`src/rtl/led_pkg.sv`:
```
// Shared types and reset constants for the multi-channel LED driver.
package led_pkg;

  typedef enum logic [1:0] {
    LED_OFF   = 2'b00,
    LED_ON    = 2'b01,
    LED_BLINK = 2'b10,
    LED_PWM   = 2'b11
  } led_mode_e;

  localparam led_mode_e   LED_MODE_RST = LED_ON;
  localparam logic [31:0] LED_DUTY_RST = '0;

endpackage

```
`src/rtl/led_chan.sv`:
```
// One LED channel: mode/duty registers and the combinational output select.
// Duty storage and the PWM compare exist only when LED_PWM_EN is defined.
module led_chan
  import led_pkg::*;
#(
  parameter int unsigned PWM_BITS = 4
) (
  input  logic                clk,
  input  logic                rst_n,
  input  logic                we_i,
  input  logic [1:0]          mode_i,
`ifdef LED_PWM_EN
  input  logic [PWM_BITS-1:0] duty_i,
  input  logic [PWM_BITS-1:0] pwm_cnt_i,
`endif
  input  logic                blink_phase_i,
  output logic                val_o
);

  led_mode_e mode_q;

`ifdef LED_PWM_EN
  logic [PWM_BITS-1:0] duty_q;

  always_ff @(posedge clk or negedge rst_n) begin
    if (!rst_n) begin
      duty_q <= LED_DUTY_RST[PWM_BITS-1:0];
    end else if (we_i) begin
      duty_q <= duty_i;
    end
  end
`endif

  always_ff @(posedge clk or negedge rst_n) begin
    if (!rst_n) begin
      mode_q <= LED_MODE_RST;
    end else if (we_i) begin
      mode_q <= led_mode_e'(mode_i);
    end
  end

  always_comb begin
    val_o = 1'b0;
    unique case (mode_q)
      LED_OFF:   val_o = 1'b0;
      LED_ON:    val_o = 1'b1;
      LED_BLINK: val_o = blink_phase_i;
`ifdef LED_PWM_EN
      LED_PWM:   val_o = (pwm_cnt_i < duty_q);
`else
      // Without PWM support mode 11 falls back to steady on.
      LED_PWM:   val_o = 1'b1;
`endif
      default:   val_o = 1'b0;
    endcase
  end

endmodule

```
`src/rtl/led_out_pwm_mc.sv`:
```
// Multi-channel LED driver: enable mask, per-channel OFF/ON/BLINK/PWM, registered pins.
// Optional feature: define LED_PWM_EN to build the PWM counter and per-channel duty storage.
module led_out_pwm_mc
  import led_pkg::*;
#(
  parameter int unsigned N_LEDS    = 8,
  parameter int unsigned PWM_BITS  = 4,
  parameter int unsigned BLINK_DIV = 24,
  localparam int unsigned IdxW     = (N_LEDS > 1) ? $clog2(N_LEDS) : 1
) (
  input  logic                clk,
  input  logic                rst_n,
  input  logic                led_load,
  input  logic [N_LEDS-1:0]   led_load_data,
  input  logic                cfg_we,
  input  logic [IdxW-1:0]     cfg_idx,
  input  logic [1:0]          cfg_mode,
  input  logic [PWM_BITS-1:0] cfg_duty,
  output logic                blink_phase_o,
  output logic [N_LEDS-1:0]   LED_o
);

  logic [N_LEDS-1:0]    en_q, en_d;
  logic [BLINK_DIV-1:0] blink_cnt_q, blink_cnt_d;
  logic                 phase_q, phase_d;
  logic [N_LEDS-1:0]    led_q, led_d;
  logic [N_LEDS-1:0]    chan_we;
  logic [N_LEDS-1:0]    chan_val;

`ifdef LED_PWM_EN
  logic [PWM_BITS-1:0] pwm_cnt_q;

  always_ff @(posedge clk or negedge rst_n) begin
    if (!rst_n) begin
      pwm_cnt_q <= '0;
    end else begin
      pwm_cnt_q <= pwm_cnt_q + PWM_BITS'(1);
    end
  end
`else
  logic unused_cfg_duty;
  assign unused_cfg_duty = ^cfg_duty;
`endif

  always_comb begin
    en_d        = led_load ? led_load_data : en_q;
    blink_cnt_d = blink_cnt_q + BLINK_DIV'(1);
    phase_d     = (&blink_cnt_q) ? ~phase_q : phase_q;
    led_d       = en_q & chan_val;
  end

  always_ff @(posedge clk or negedge rst_n) begin
    if (!rst_n) begin
      en_q        <= '0;
      blink_cnt_q <= '0;
      phase_q     <= 1'b0;
      led_q       <= '0;
    end else begin
      en_q        <= en_d;
      blink_cnt_q <= blink_cnt_d;
      phase_q     <= phase_d;
      led_q       <= led_d;
    end
  end

  // Out-of-range indices match no channel, so such writes are dropped.
  for (genvar i = 0; i < N_LEDS; i++) begin : g_chan
    assign chan_we[i] = cfg_we && (cfg_idx == IdxW'(i));

    led_chan #(
      .PWM_BITS (PWM_BITS)
    ) u_chan (
      .clk           (clk),
      .rst_n         (rst_n),
      .we_i          (chan_we[i]),
      .mode_i        (cfg_mode),
`ifdef LED_PWM_EN
      .duty_i        (cfg_duty),
      .pwm_cnt_i     (pwm_cnt_q),
`endif
      .blink_phase_i (phase_q),
      .val_o         (chan_val[i])
    );
  end

  assign LED_o         = led_q;
  assign blink_phase_o = phase_q;

endmodule

```
`config.mk`:
```
export PLATFORM = sky130hd
export DESIGN_NAME = led_out_pwm_mc
export DESIGN_NICKNAME = d
export VERILOG_FILES = /design/src/rtl/led_pkg.sv /design/src/rtl/led_chan.sv /design/src/rtl/led_out_pwm_mc.sv
export SDC_FILE = /design/constraint.sdc
export NUM_CORES = 1
export LEC_CHECK = 0
export ABC_AREA = 1
export CAP_MARGIN = 20
export CORE_UTILIZATION = 49
export DETAILED_ROUTE_END_ITERATION = 6
export GPL_ROUTABILITY_DRIVEN = 0
export PLACE_DENSITY_LB_ADDON = 0.25
export SLEW_MARGIN = 20
export SYNTH_ARGS = -nofsm -noshare
export SYNTH_HDL_FRONTEND = slang
export SYNTH_SLANG_ARGS = --single-unit
```
`constraint.sdc`:
```
create_clock -name clk -period 1.4 [get_ports clk]
set_input_delay 0.21 -clock clk [delete_from_list [all_inputs] [get_ports clk]]
set_output_delay 0.21 -clock clk [all_outputs]
set_load 0.01 [all_outputs]
```
==> reports/metrics.yaml <==
drcViolationCount: 0
rr_endpoint: "blink_cnt_q[18]"
tightest_slew_ns: 0.3987
outcome: "complete, no violations"
stdcell_area_um2: 3094
ant_nets: 0
die_w_um: 73.07
antenna_found_initial: 0
final.setup_skew_ns: 0.004399
seq_area_um2: 1436
place_area_um2: 2878
synth_cells: 272
first_global_vias: 1763
hold_path_class: "in -> async"
area_growth_pct: 25.03
synth.cell_area_um2: 2475
cp.required_ns: 1.62
routed-via-count: 1830
yosysUniqueCellTypes: 23
drive_above_1_share: 0.1522
hold_slack_ns: 0.3364
post-place-cells: 368
die_h_um: 73.07
ff2ff_setup_slack_ns: 0.07
core_area_um2: 4786
drv_slew: 0
max-vdd-ir-drop_mv: 0.7306
pin_count: 30
fin_nets: 339
fillers: 405
async_reset_ff_frac: 1.000
first_iter_violations: 57
seqPwrFrac: 0.530
post-route-min-period_ns: 1.334
max_cap_viol_count: 0
fp-row-count: 25
syn-num-nets: 294
leakage_nw: 1.517
drt-total-wl_um: 4373
slew_headroom: 0.7342
floorplan.die_area_um2: 5339
clk_pin_slew_ns: 0.06
avgSynthCellArea_um2: 9.099
swShare: 0.2360
cts_tree: "built"
grt_overflow_total: 0
r2r-start: "blink_cnt_q[1]"
final-hold-violation-count: 0
synth_top_area_cell: "dfrtp_1"
cts-root-buf: "clkbuf_8"
reg2reg_depth: 8
cts.sink_count: 57
synth_edf_count: 0
finalCritPeriodShare: 0.9527
multi_input_area_um2: 949.7
crit_type: "reg -> reg"
p_sw_w: 0.0008313
fmax_mhz: 749.8
grt_max_degree: 25
setup_violations: 0
arrival_ns: 1.55
power.internal_w: 0.002691
endpoint_kind: "flip-flop"
cts_made_buffers: 9
wl_per_cell_um: 11.24
pre_cts_ws_ns: 0.02218
yosysWarnings: 0
seq_area_frac_synth: 0.5804
setup_slack_ns: 0.06628
dp_hpwl_um: 3148
synth-seq-cells: 57
crit_path_max_fanout: 7
synth_top_area_share: 0.4954
cts_buffer_depth: 2
first_pass_iters: 4
grt.total_usage: 0.1953
final_cells: 389
diodes: 0
timing.setup.tns_ns: 0
initial_utilization: 0.5171
synth_area_leaders: "dfrtp_1, nand2_1, dfstp_2"
io_buffer_count: 25
insertion_delay_ns: 0.33
ys.flop_type: "dfrtp_1"
rsz0062_at_grt: "true"
cts_max_level: 3
power.density_nw_per_um2: 1138
critPathLaunchType: "flip-flop"
combPwrFrac: 0.088
viasPerCell: 4.704
clkPwrFrac: 0.381
grt_pass1_wl_um: 7583
## cells in the mapped netlist, types with 3 or more instances
library cell  number
inv_1             24
nor2_1            28
nand2_1           86
nor2_4             3
a21oi_1            9
nand3b_1           7
xnor2_1            5
nor2_2             5
dfstp_2            8
nand2_2            3
o21ai_0           12
o21ai_1           11
nand3_1            6
xor2_1             8
dfrtp_1           49
## worst max path at each step
stage	from	end	slack, ns	depth (start not counted)
2_1_floorplan	blink_cnt_q[0]	blink_cnt_q[20]	0.14	8
3_3_place_gp	cfg_we	g_chan[3].u_chan.mode_q[1]	0.04	6
3_5_place_dp	cfg_we	g_chan[3].u_chan.mode_q[1]	0.02	6
4_1_cts	LED_o[6]	LED_o[6]	0.002	1
5_1_grt	blink_cnt_q[1]	blink_cnt_q[18]	-0.04	8
6_report	blink_cnt_q[1]	blink_cnt_q[18]	0.07	8
## final cells by class
class | instances | area share
sequential | 57 | 0.4642
timing repair buffer | 36 | 0.1165
clock inverter | 3 | 0.004852
inverter | 24 | 0.02911
multi-input combinational | 189 | 0.3069
tap | 67 | 0.02709
clock buffer | 13 | 0.05135
## logic make-up (layout without fill, tap and decap cells)
family,after synthesis,after routing,synth area share
XOR/XNOR,14,14,0.05258
AO/OA/AOI/OAI,32,32,0.06471
flip-flops,57,57,0.5804
buffers and inverters,26,76,0.03994
adder cells (fa/ha/maj),1,1,0.005055
AND/OR/NAND/NOR,142,142,0.2573
## per-layer routing
layer  vias up  global-route usage  share of wire
li1        948                   -              -
met1       851              0.2400           0.48
met2        22              0.3076           0.46
met3         9             0.04834          0.030
met4         0              0.1242          0.027
met5         -                   0              0
## cell usage in the layout, fill, tap and decap left out, types with 2 or more instances in the layout
cell type        count
nand2_1             85
dfrtp_1             49
nor2_1              28
inv_1               24
clkdlybuf4s50_1     15
o21ai_0             12
o21ai_1             11
clkbuf_8            11
a21oi_1              9
xor2_1               8
dfstp_2              8
dlygate4sd2_1        8
nand3b_1             7
buf_4                7
nand3_1              6
xnor2_1              5
nand2_2              4
nor2_2               4
nor2_4               4
clkinv_2             3
buf_12               3
clkbuf_1             2
## through the flow
step,utilization,total power [W]
2_1_floorplan,-,0.002036
3_3_place_gp,0.6013,0.002220
3_5_place_dp,0.6013,0.002230
4_1_cts,0.6397,0.003575
5_1_grt,0.6465,0.003690
6_report,0.6465,0.003522
## worst max-delay path, stage by stage (launching register included)
cell	delay [ns]
dfrtp_1	0.35
ha_2	0.20
nand2_2	0.07
nor2_4	0.15
nand2_4	0.10
nor2_8	0.18
nand2_1	0.07
nand2_1	0.05
nand2_1	0.05
## timing repair
action | 4_1_cts | 5_1_grt
gates resized for setup | 9 | 3
hold buffers | 1 | 0
endpoints found under the hold margin | 13 | 0
pin swaps | 2 | 5
setup endpoints to repair | 9 | 7
buffers inserted | 1 | 3
gates cloned | 0 | 0
## power groups by stage
stage	sequential, W	clock, W	combinational, W
final	0.00187	0.00134	0.000310
after global routing	0.00188	0.00145	0.000360
after CTS	0.00187	0.00139	0.000320
after detailed placement	0.00190	0	0.000333
after global placement	0.00189	0	0.000326
after floorplan	0.00190	0	0.000139
## flip-flops by register name, indices dropped and copies added, names as in the netlist
register	flops
LED_o	8
blink_phase_o	1
g_chan.u_chan.mode_q	16
blink_cnt_q	24
en_q	8
Power figures use the tool's default switching activity.
